`src/rtl/tinydcim_mac_array.sv`:
```
// -----------------------------------------------------------------------------
// tinydcim_mac_array
//
// Digital compute-in-memory dot-product engine. ROWS signed weights and ROWS
// activations live in local register files loaded through a byte-wide write
// port. On start the engine computes sum(w[i]*a[i]) bit-serially over the
// activation bits, MSB first, one bit-plane per clock. The result is offered
// on a valid/ready port.
//
// Parameters:
//   ROWS     number of weight/activation pairs (power of two, 2..16)
//   W_BITS   weight width, two's complement (2..8)
//   A_BITS   activation width (2..8)
//   A_SIGNED 1 = activations two's complement, 0 = unsigned
//   ACC_W    result width (derived, not overridable)
//
// Ports:
//   clk, rst_n          rising-edge clock, asynchronous active-low reset
//   wr_en/wr_sel        write strobe; 0 = weight file, 1 = activation file
//   wr_addr/wr_data     entry index and byte data (low W_BITS/A_BITS used)
//   start               begin a dot product (accepted in IDLE only)
//   busy                high while computing or holding a result
//   res_valid/res_ready result handshake
//   res_data            signed dot-product result
//
// Build option:
//   TINYDCIM_RELU_EN    when defined, negative results are clamped to zero as
//                       the result is captured; the accumulation is unchanged.
// -----------------------------------------------------------------------------
module tinydcim_mac_array #(
    parameter  int ROWS     = 4,
    parameter  int W_BITS   = 4,
    parameter  int A_BITS   = 4,
    parameter  int A_SIGNED = 1,
    localparam int ACC_W    = W_BITS + A_BITS + $clog2(ROWS)
) (
    input  logic                    clk,
    input  logic                    rst_n,
    input  logic                    wr_en,
    input  logic                    wr_sel,
    input  logic [$clog2(ROWS)-1:0] wr_addr,
    input  logic [7:0]              wr_data,
    input  logic                    start,
    output logic                    busy,
    output logic                    res_valid,
    input  logic                    res_ready,
    output logic [ACC_W-1:0]        res_data
);

    localparam int BIT_W = $clog2(A_BITS);
    localparam logic [BIT_W-1:0] TOP_BIT = BIT_W'(A_BITS - 1);
    localparam logic [BIT_W-1:0] BIT_ONE = BIT_W'(1'b1);
    localparam logic [BIT_W-1:0] BIT_ZERO = BIT_W'(1'b0);

    typedef enum logic [1:0] {
        ST_IDLE    = 2'd0,
        ST_COMPUTE = 2'd1,
        ST_DONE    = 2'd2
    } state_t;

    state_t                    state_q, state_d;
    logic signed [ACC_W-1:0]   acc_q, acc_d;
    logic [BIT_W-1:0]          bit_q, bit_d;
    logic                      busy_q, busy_d;
    logic                      valid_q, valid_d;
    logic [ACC_W-1:0]          res_data_q, res_data_d;
    logic [W_BITS-1:0]         weight_q [ROWS];
    logic [W_BITS-1:0]         weight_d [ROWS];
    logic [A_BITS-1:0]         act_q [ROWS];
    logic [A_BITS-1:0]         act_d [ROWS];

    logic signed [ACC_W-1:0]   plane_s;
    logic signed [ACC_W-1:0]   acc_shift_s;
    logic signed [ACC_W-1:0]   acc_step_s;
    logic                      unused_s;

    // Upper write-data bits beyond the entry widths are intentionally ignored.
    assign unused_s = ^wr_data;

    // Sign-extend a weight to accumulator width.
    function automatic logic signed [ACC_W-1:0] sext_w(input logic [W_BITS-1:0] w);
        return {{(ACC_W - W_BITS){w[W_BITS-1]}}, w};
    endfunction

    // Optional clamp applied only when the result is captured.
    function automatic logic [ACC_W-1:0] clamp_result(input logic [ACC_W-1:0] v);
`ifdef TINYDCIM_RELU_EN
        if (v[ACC_W-1]) begin
            return {ACC_W{1'b0}};
        end else begin
            return v;
        end
`else
        return v;
`endif
    endfunction

    // Bit-plane partial sum: rows whose current activation bit is set
    // contribute their sign-extended weight (adder tree across rows).
    always_comb begin
        plane_s = {ACC_W{1'b0}};
        for (int i = 0; i < ROWS; i++) begin
            if (act_q[i][bit_q]) begin
                plane_s = plane_s + sext_w(weight_q[i]);
            end else begin
                plane_s = plane_s;
            end
        end
    end

    // Shift-and-add step; the MSB plane of a signed activation carries
    // negative weight, so it is subtracted instead of added.
    always_comb begin
        acc_shift_s = {acc_q[ACC_W-2:0], 1'b0};
        if ((A_SIGNED != 32'sd0) && (bit_q == TOP_BIT)) begin
            acc_step_s = acc_shift_s - plane_s;
        end else begin
            acc_step_s = acc_shift_s + plane_s;
        end
    end

    // Next-state logic for the controller, register files and result port.
    always_comb begin
        state_d    = state_q;
        acc_d      = acc_q;
        bit_d      = bit_q;
        valid_d    = valid_q;
        res_data_d = res_data_q;
        weight_d   = weight_q;
        act_d      = act_q;

        case (state_q)
            ST_IDLE: begin
                // A write coinciding with start still lands before the
                // first plane is read on the following edge.
                if (wr_en) begin
                    if (wr_sel) begin
                        act_d[wr_addr] = wr_data[A_BITS-1:0];
                    end else begin
                        weight_d[wr_addr] = wr_data[W_BITS-1:0];
                    end
                end else begin
                    weight_d = weight_q;
                end
                if (start) begin
                    acc_d   = {ACC_W{1'b0}};
                    bit_d   = TOP_BIT;
                    state_d = ST_COMPUTE;
                end else begin
                    state_d = ST_IDLE;
                end
            end
            ST_COMPUTE: begin
                acc_d = acc_step_s;
                if (bit_q == BIT_ZERO) begin
                    state_d    = ST_DONE;
                    valid_d    = 1'b1;
                    res_data_d = clamp_result(acc_step_s);
                end else begin
                    bit_d = bit_q - BIT_ONE;
                end
            end
            ST_DONE: begin
                if (res_ready) begin
                    valid_d = 1'b0;
                    state_d = ST_IDLE;
                end else begin
                    valid_d = 1'b1;
                end
            end
            default: begin
                state_d = ST_IDLE;
                valid_d = 1'b0;
            end
        endcase

        busy_d = (state_d != ST_IDLE);
    end

    // State and storage registers with asynchronous reset.
    always_ff @(posedge clk or negedge rst_n) begin
        if (!rst_n) begin
            state_q    <= ST_IDLE;
            acc_q      <= {ACC_W{1'b0}};
            bit_q      <= BIT_ZERO;
            busy_q     <= 1'b0;
            valid_q    <= 1'b0;
            res_data_q <= {ACC_W{1'b0}};
            for (int i = 0; i < ROWS; i++) begin
                weight_q[i] <= {W_BITS{1'b0}};
                act_q[i]    <= {A_BITS{1'b0}};
            end
        end else begin
            state_q    <= state_d;
            acc_q      <= acc_d;
            bit_q      <= bit_d;
            busy_q     <= busy_d;
            valid_q    <= valid_d;
            res_data_q <= res_data_d;
            weight_q   <= weight_d;
            act_q      <= act_d;
        end
    end

    assign busy      = busy_q;
    assign res_valid = valid_q;
    assign res_data  = res_data_q;

endmodule

```
`config.mk`:
```
export PLATFORM = sky130hd
export DESIGN_NAME = tinydcim_mac_array
export DESIGN_NICKNAME = d
export VERILOG_FILES = /design/src/rtl/tinydcim_mac_array.sv
export SDC_FILE = /design/constraint.sdc
export NUM_CORES = 1
export LEC_CHECK = 0
export CAP_MARGIN = 40
export CORE_MARGIN = 2
export CORE_UTILIZATION = 45
export DETAILED_ROUTE_END_ITERATION = 7
export GPL_ROUTABILITY_DRIVEN = 0
export PLACE_DENSITY = 0.65
export SLEW_MARGIN = 25
export SYNTH_ARGS = -nofsm -noshare
export SYNTH_HDL_FRONTEND = slang
export SYNTH_SLANG_ARGS = --single-unit
```
`constraint.sdc`:
```
create_clock -name clk -period 19.61 [get_ports clk]
set_clock_uncertainty 0.2 [all_clocks]
set_input_delay 3.922 -clock clk [delete_from_list [all_inputs] [get_ports clk]]
set_output_delay 3.922 -clock clk [all_outputs]
set_load 0.01 [all_outputs]
```
==> metrics.csv, run 1 <==
metric;value;unit
status;finished, final reports clean;
die_area;10630;um2
start_util;0.4587;
core_area;9639;um2
ys_warn_count;0;
setup_tns;0;ns
synth_cell_type_count;53;
syn_inst;461;
maxCapViolCount;0;
grt_max_degree;58;
hold_viol_final;0;
cts_root_buf;clkbuf_8;
cpMaxStageDelayCell;dfrtp_1;
diodes;0;
ios;28;
die_x;103.1;um
synth_async_sr_flop_share;1.000;
rr_startpoint;bit_q[1]$_DFFE_PN0P_;
wl_per_cell;14.24;um
die_y;103.1;um
syn_to_final_growth;13.24;%
rsz0062_at_grt;no;
clk_latency;0.34;ns
drt_iter0_drc;103;
syn_area_per_cell;9.592;um2
cpPeakStageDelay;0.66;ns
cts_tree;built;
period_share;0.3732;
route.vias.total;3294;
end_kind;flop;
ant_nets;0;
worstHoldPathCells;2;
critPathKind;flop to flop;
cts_buffers;9;
nets;559;
postCtsResizedCells;0;
post_cts_buffers;0;
hold_end;res_data[4]$_DFFE_PN0P_;
clkSinkCount;57;
post-dp-hpwl;6876;um
clk_pin_slew;0.07;ns
max_clock_freq;0.1367;GHz
required;19.64;ns
grt_antenna_before_repair;0;
min_path_type;flop to flop;
drtPass1Iterations;4;
synth_area;4422;um2
rows;36;
ys_seq_elements;57;
portBuffers;23;
critPathLaunchType;flop;
rrSetupSlack;12.29;ns
cts_max_level;3;
r2r_cells;27;
syn-num-nets;530;
synth_edf_count;0;
path_max_fanout;12;
drive_gt1_frac;0.1478;
fin_crit;7.318;ns
worst_slew_pin_slew;0.7176;ns
grt_pass1_vias;3396;
grt_pass1_wl;15750;um
drc;0;
ys_seq_area_frac;0.3226;
grtUsageTotal;0.1890;
setup_viol;0;
report.final.slew_viol_count;0;
synthFlopType;dfrtp_1;
slew_headroom;0.5154;
cts_buffer_depth;2;
cts_hold_buf;0;
hp-start;res_data[4]$_DFFE_PN0P_;
critPathArrivalTime;7.35;ns
routed_via_density;5.254;
timing.rr.end;res_data[9]$_DFFE_PN0P_;
overflow;0;
routed_wl;8931;um
state kept, by name, summed over array words and instances, names as in the netlist:
| name | count |
|---|---|
| acc_q | 9 |
| act_q | 16 |
| bit_q | 2 |
| busy | 1 |
| res_data | 10 |
| res_valid | 1 |
| state_q | 2 |
| weight_q | 16 |
cell usage after synthesis (2+ instances only):
library cell / instances / area share
nand3b_1: 3 / 0.0051
buf_2: 3 / 0.0034
nor2_1: 32 / 0.027
dfrtp_1: 57 / 0.32
nor3_1: 7 / 0.0079
clkbuf_1: 4 / 0.0034
nand2_1: 43 / 0.037
a22o_1: 3 / 0.0059
o21ai_0: 39 / 0.044
mux4_2: 2 / 0.010
mux2i_1: 10 / 0.023
o41ai_1: 2 / 0.0040
ha_1: 46 / 0.13
o21a_1: 2 / 0.0034
xor2_1: 12 / 0.024
a21oi_1: 37 / 0.042
a31oi_1: 3 / 0.0042
fa_1: 7 / 0.032
o21bai_1: 7 / 0.012
nand2b_1: 6 / 0.0085
a21o_1: 8 / 0.014
xnor2_1: 11 / 0.022
inv_1: 36 / 0.031
nand3_1: 5 / 0.0057
nor2b_1: 7 / 0.0099
or3_1: 3 / 0.0042
mux2_2: 40 / 0.10
cell families (layout without fill, tap and decap cells):
group | Yosys count | after routing | share of synthesized area
muxes | 53 | 53 | 0.1406
buffers and inverters | 45 | 78 | 0.04074
AOI/OAI and AO/OA | 113 | 113 | 0.1604
adders and majority gates | 53 | 53 | 0.1619
xor gates and xnor gates | 24 | 24 | 0.05065
DFF | 57 | 57 | 0.3226
and+or+nand+nor | 116 | 116 | 0.1231
metal layers:
layer | GRT usage | wire length, um | vias up
li1 | - | - | 1680
met1 | 0.2459 | 4303 | 1570
met2 | 0.3147 | 4283 | 33
met3 | 0.04068 | 223 | 11
met4 | 0.06073 | 121 | 0
met5 | 0 | 0 | -
critical path: cells and delay by family, from the launching register on:
kind / cells / cell delay, ns
AO/OA/AOI/OAI: 8 / 1.61
XOR/XNOR: 3 / 0.71
flip-flops: 1 / 0.66
buffers and inverters: 1 / 0.06
multiplexers: 2 / 0.70
AND/OR/NAND/NOR: 8 / 1.51
adder cells (fa/ha/maj): 5 / 1.75
area by class of cell:
cell class	count	area [um2]
Fill cell	916	4632
Multi-Input combinational cell	359	2815
Sequential cell	57	1426
Timing Repair Buffer	26	265.3
Tap cell	133	166.4
Clock buffer	12	155.1
Inverter	37	138.9
Clock inverter	3	40.04
how the worst max path moves through the flow:
stage                          from                      end  slack (ns)  cells after the start
3_5_place_dp   bit_q[1]$_DFFE_PN0P_  res_data[9]$_DFFE_PN0P_       12.33                     27
6_report       bit_q[1]$_DFFE_PN0P_  res_data[9]$_DFFE_PN0P_       12.29                     27
4_1_cts        bit_q[1]$_DFFE_PN0P_  res_data[9]$_DFFE_PN0P_       12.28                     27
3_3_place_gp   bit_q[1]$_DFFE_PN0P_  res_data[9]$_DFFE_PN0P_       12.44                     27
2_1_floorplan  bit_q[1]$_DFFE_PN0P_  res_data[9]$_DFFE_PN0P_       13.13                     28
5_1_grt        bit_q[1]$_DFFE_PN0P_  res_data[9]$_DFFE_PN0P_       11.74                     28
per-stage QoR:
stage / worst slack [ns] / cell area (um2) / utilization / hold WS, ns / std cells
after floorplan: 13.13 / 4422 / - / 0.2704 / 461
after global placement: 12.44 / 4780 / 0.4958 / 0.2668 / 610
after detailed placement: 12.33 / 4785 / 0.4964 / 0.2737 / 611
after CTS: 12.28 / 4980 / 0.5166 / 0.2893 / 626
after global routing: 11.74 / 5007 / 0.5195 / 0.3084 / 627
final: 12.29 / 5007 / 0.5195 / 0.2819 / 627
cell usage in the layout (no fill, tap or decap), types with 3 or more instances in the layout:
master	n
nor3_1	7
mux2_2	40
dfrtp_1	57
inv_1	36
nand2_1	43
a21o_1	8
or3_1	3
clkbuf_8	11
nor2_1	32
nand3_1	5
xnor2_1	11
a21oi_1	37
ha_1	46
mux2i_1	10
o21ai_0	39
a31oi_1	3
clkdlybuf4s50_1	22
o21bai_1	7
xor2_1	12
nor2b_1	7
fa_1	7
nand2b_1	6
a22o_1	3
nand3b_1	3
Power of run 1 is not shown: default switching activity piles up to over one toggle a cycle in this logic, so the estimate is an artifact.
==> run 2: changes to the inputs <==
PLACE_DENSITY = 0.68   (was 0.65)
clock period = 6.1 ns   (was 19.61 ns; I/O delays follow)
==> metrics.csv, run 2 (same netlist as run 1, synthesis figures left out) <==
metric;value;unit;change
die_x;103.1;um;unchanged
path_max_fanout;3;;-9
maxCapViolCount;0;;unchanged
final_common_cell;buf_4;;
slew_headroom;0.4787;;-0.03666
clkSinkCount;57;;unchanged
period_share;0.9959;;+0.6228
clk_pin_slew;0.07;ns;about the same
post-dp-hpwl;7597;um;+10%
overflow;0;;unchanged
ios;28;;unchanged
syn_to_final_growth;35.09;%;
place_inst;670;;+9.7%
routed_via_density;5.309;;+1.0%
critPathLaunchType;flop;;
routed_wl;10710;um;+20%
ant_nets;0;;unchanged
wl_per_cell;15.30;um;+7.4%
cts_tree;built;;
drtPass1Iterations;4;;unchanged
route.vias.total;3716;;+13%
grtUsageTotal;0.2138;;+0.02485
nets;631;;+13%
final_cell_mix;buf_4, dfrtp_1, nand2_1;;
grt_pass1_vias;3812;;+12%
final_cells;700;;+12%
grt_pass1_wl;17640;um;+12%
start_util;0.4587;;unchanged
drc;0;;unchanged
fin_crit;6.075;ns;-1.242 ns
die_area;10630;um2;unchanged
hold_viol_final;0;;unchanged
cts_max_level;3;;unchanged
final.fill_count;767;;-16%
core_area;9639;um2;unchanged
cts_hold_buf;0;;unchanged
end_kind;flop;;
drive_gt1_frac;0.3527;;+0.2050
rsz0062_at_grt;yes;;
area.sequential;1429;um2;+0.18%
worst_slew_pin_slew;0.7819;ns;+0.06438 ns
report.final.slew_viol_count;0;;unchanged
portBuffers;23;;unchanged
critPathKind;flop to flop;;
multi_input_area;3189;um2;+13%
min_path_type;flop to flop;;
drt_iter0_drc;88;;-15%
critPathArrivalTime;6.12;ns;-1.23 ns
grt_antenna_before_repair;0;;unchanged
cts_buffer_depth;2;;unchanged
cts_root_buf;clkbuf_8;;
cts_buffers;9;;unchanged
rows;36;;unchanged
required;6.14;ns;-13.50 ns
status;finished, final reports clean;;
diodes;0;;unchanged
grt_max_degree;58;;unchanged
max_clock_freq;0.1646;GHz;+20%
clk_latency;0.36;ns;+0.02 ns
die_y;103.1;um;unchanged
setup_viol;0;;unchanged
-- run 2: per-layer routing --
| metal | track usage | share of wire |
|---|---|---|
| met3 | 0.04271 | 0.022 |
| met1 | 0.2528 | 0.44 |
| met2 | 0.3841 | 0.52 |
| met5 | 0 | 0 |
| met4 | 0.07692 | 0.020 |
-- run 2: what timing repair did --
| item | 4_1_cts | 5_1_grt |
|---|---|---|
| gates resized for setup | 41 | 31 |
| endpoints found under the setup margin | 5 | 7 |
| pin swaps | 23 | 19 |
| buffers inserted | 11 | 2 |
-- run 2: critical path, stage by stage, from the launching register on --
cell and delay [ns]:
dfrtp_2 0.44, mux2_4 0.34, a22o_1 0.22, ha_2 0.17, buf_4 0.12, a21o_1 0.20, a21oi_4 0.17, fa_1 0.48
o21ai_4 0.23, ha_4 0.25, a21oi_2 0.17, o22ai_2 0.11, buf_4 0.14, o41ai_2 0.22, buf_4 0.17, xor2_1 0.18
a21oi_2 0.10, ha_1 0.35, a21oi_2 0.17, xnor2_1 0.09, mux2_2 0.31, ha_4 0.28, nand2_1 0.09, o221ai_2 0.25
xnor3_1 0.24, mux2_4 0.27
-- run 2: cell type report --
type / count / area share
multi-input cells: 359 / 0.5339
flip-flops and latches: 57 / 0.2392
repair buffers: 98 / 0.1349
well taps: 133 / 0.02786
clock buffers: 11 / 0.02367
inverters: 37 / 0.02325
clock inverters: 5 / 0.01718
-- run 2: final timing paths --
check	from	to	slack, ns	cells after the start
max	bit_q[1]$_DFFE_PN0P_	res_data[9]$_DFFE_PN0P_	0.02	25
max in group asynchronous	rst_n	bit_q[0]$_DFFE_PN0P_	4.62	3
min reg2reg	res_data[7]$_DFFE_PN0P_	res_data[7]$_DFFE_PN0P_	0.28	2
min	res_data[7]$_DFFE_PN0P_	res_data[7]$_DFFE_PN0P_	0.28	2
min in group asynchronous	rst_n	weight_q[12]$_DFFE_PN0P_	0.58	2
max reg2reg	bit_q[1]$_DFFE_PN0P_	res_data[9]$_DFFE_PN0P_	0.02	25
-- run 2: stage by stage --
stage,setup slack (ns),setup TNS [ns],instance area (um2),hold slack (ns),utilization
final,0.02489,0,5973,0.2809,0.6197
after detailed placement,-0.4516,-0.7699,5246,0.2698,0.5443
after global routing,-0.2339,-0.5044,5973,0.3154,0.6197
after floorplan,0.04320,0,4447,0.2704,-
after global placement,-0.3563,-0.4568,5241,0.2652,0.5437
after CTS,-0.02282,-0.02282,5779,0.2850,0.5996
Power of run 2 is left out for the same reason.
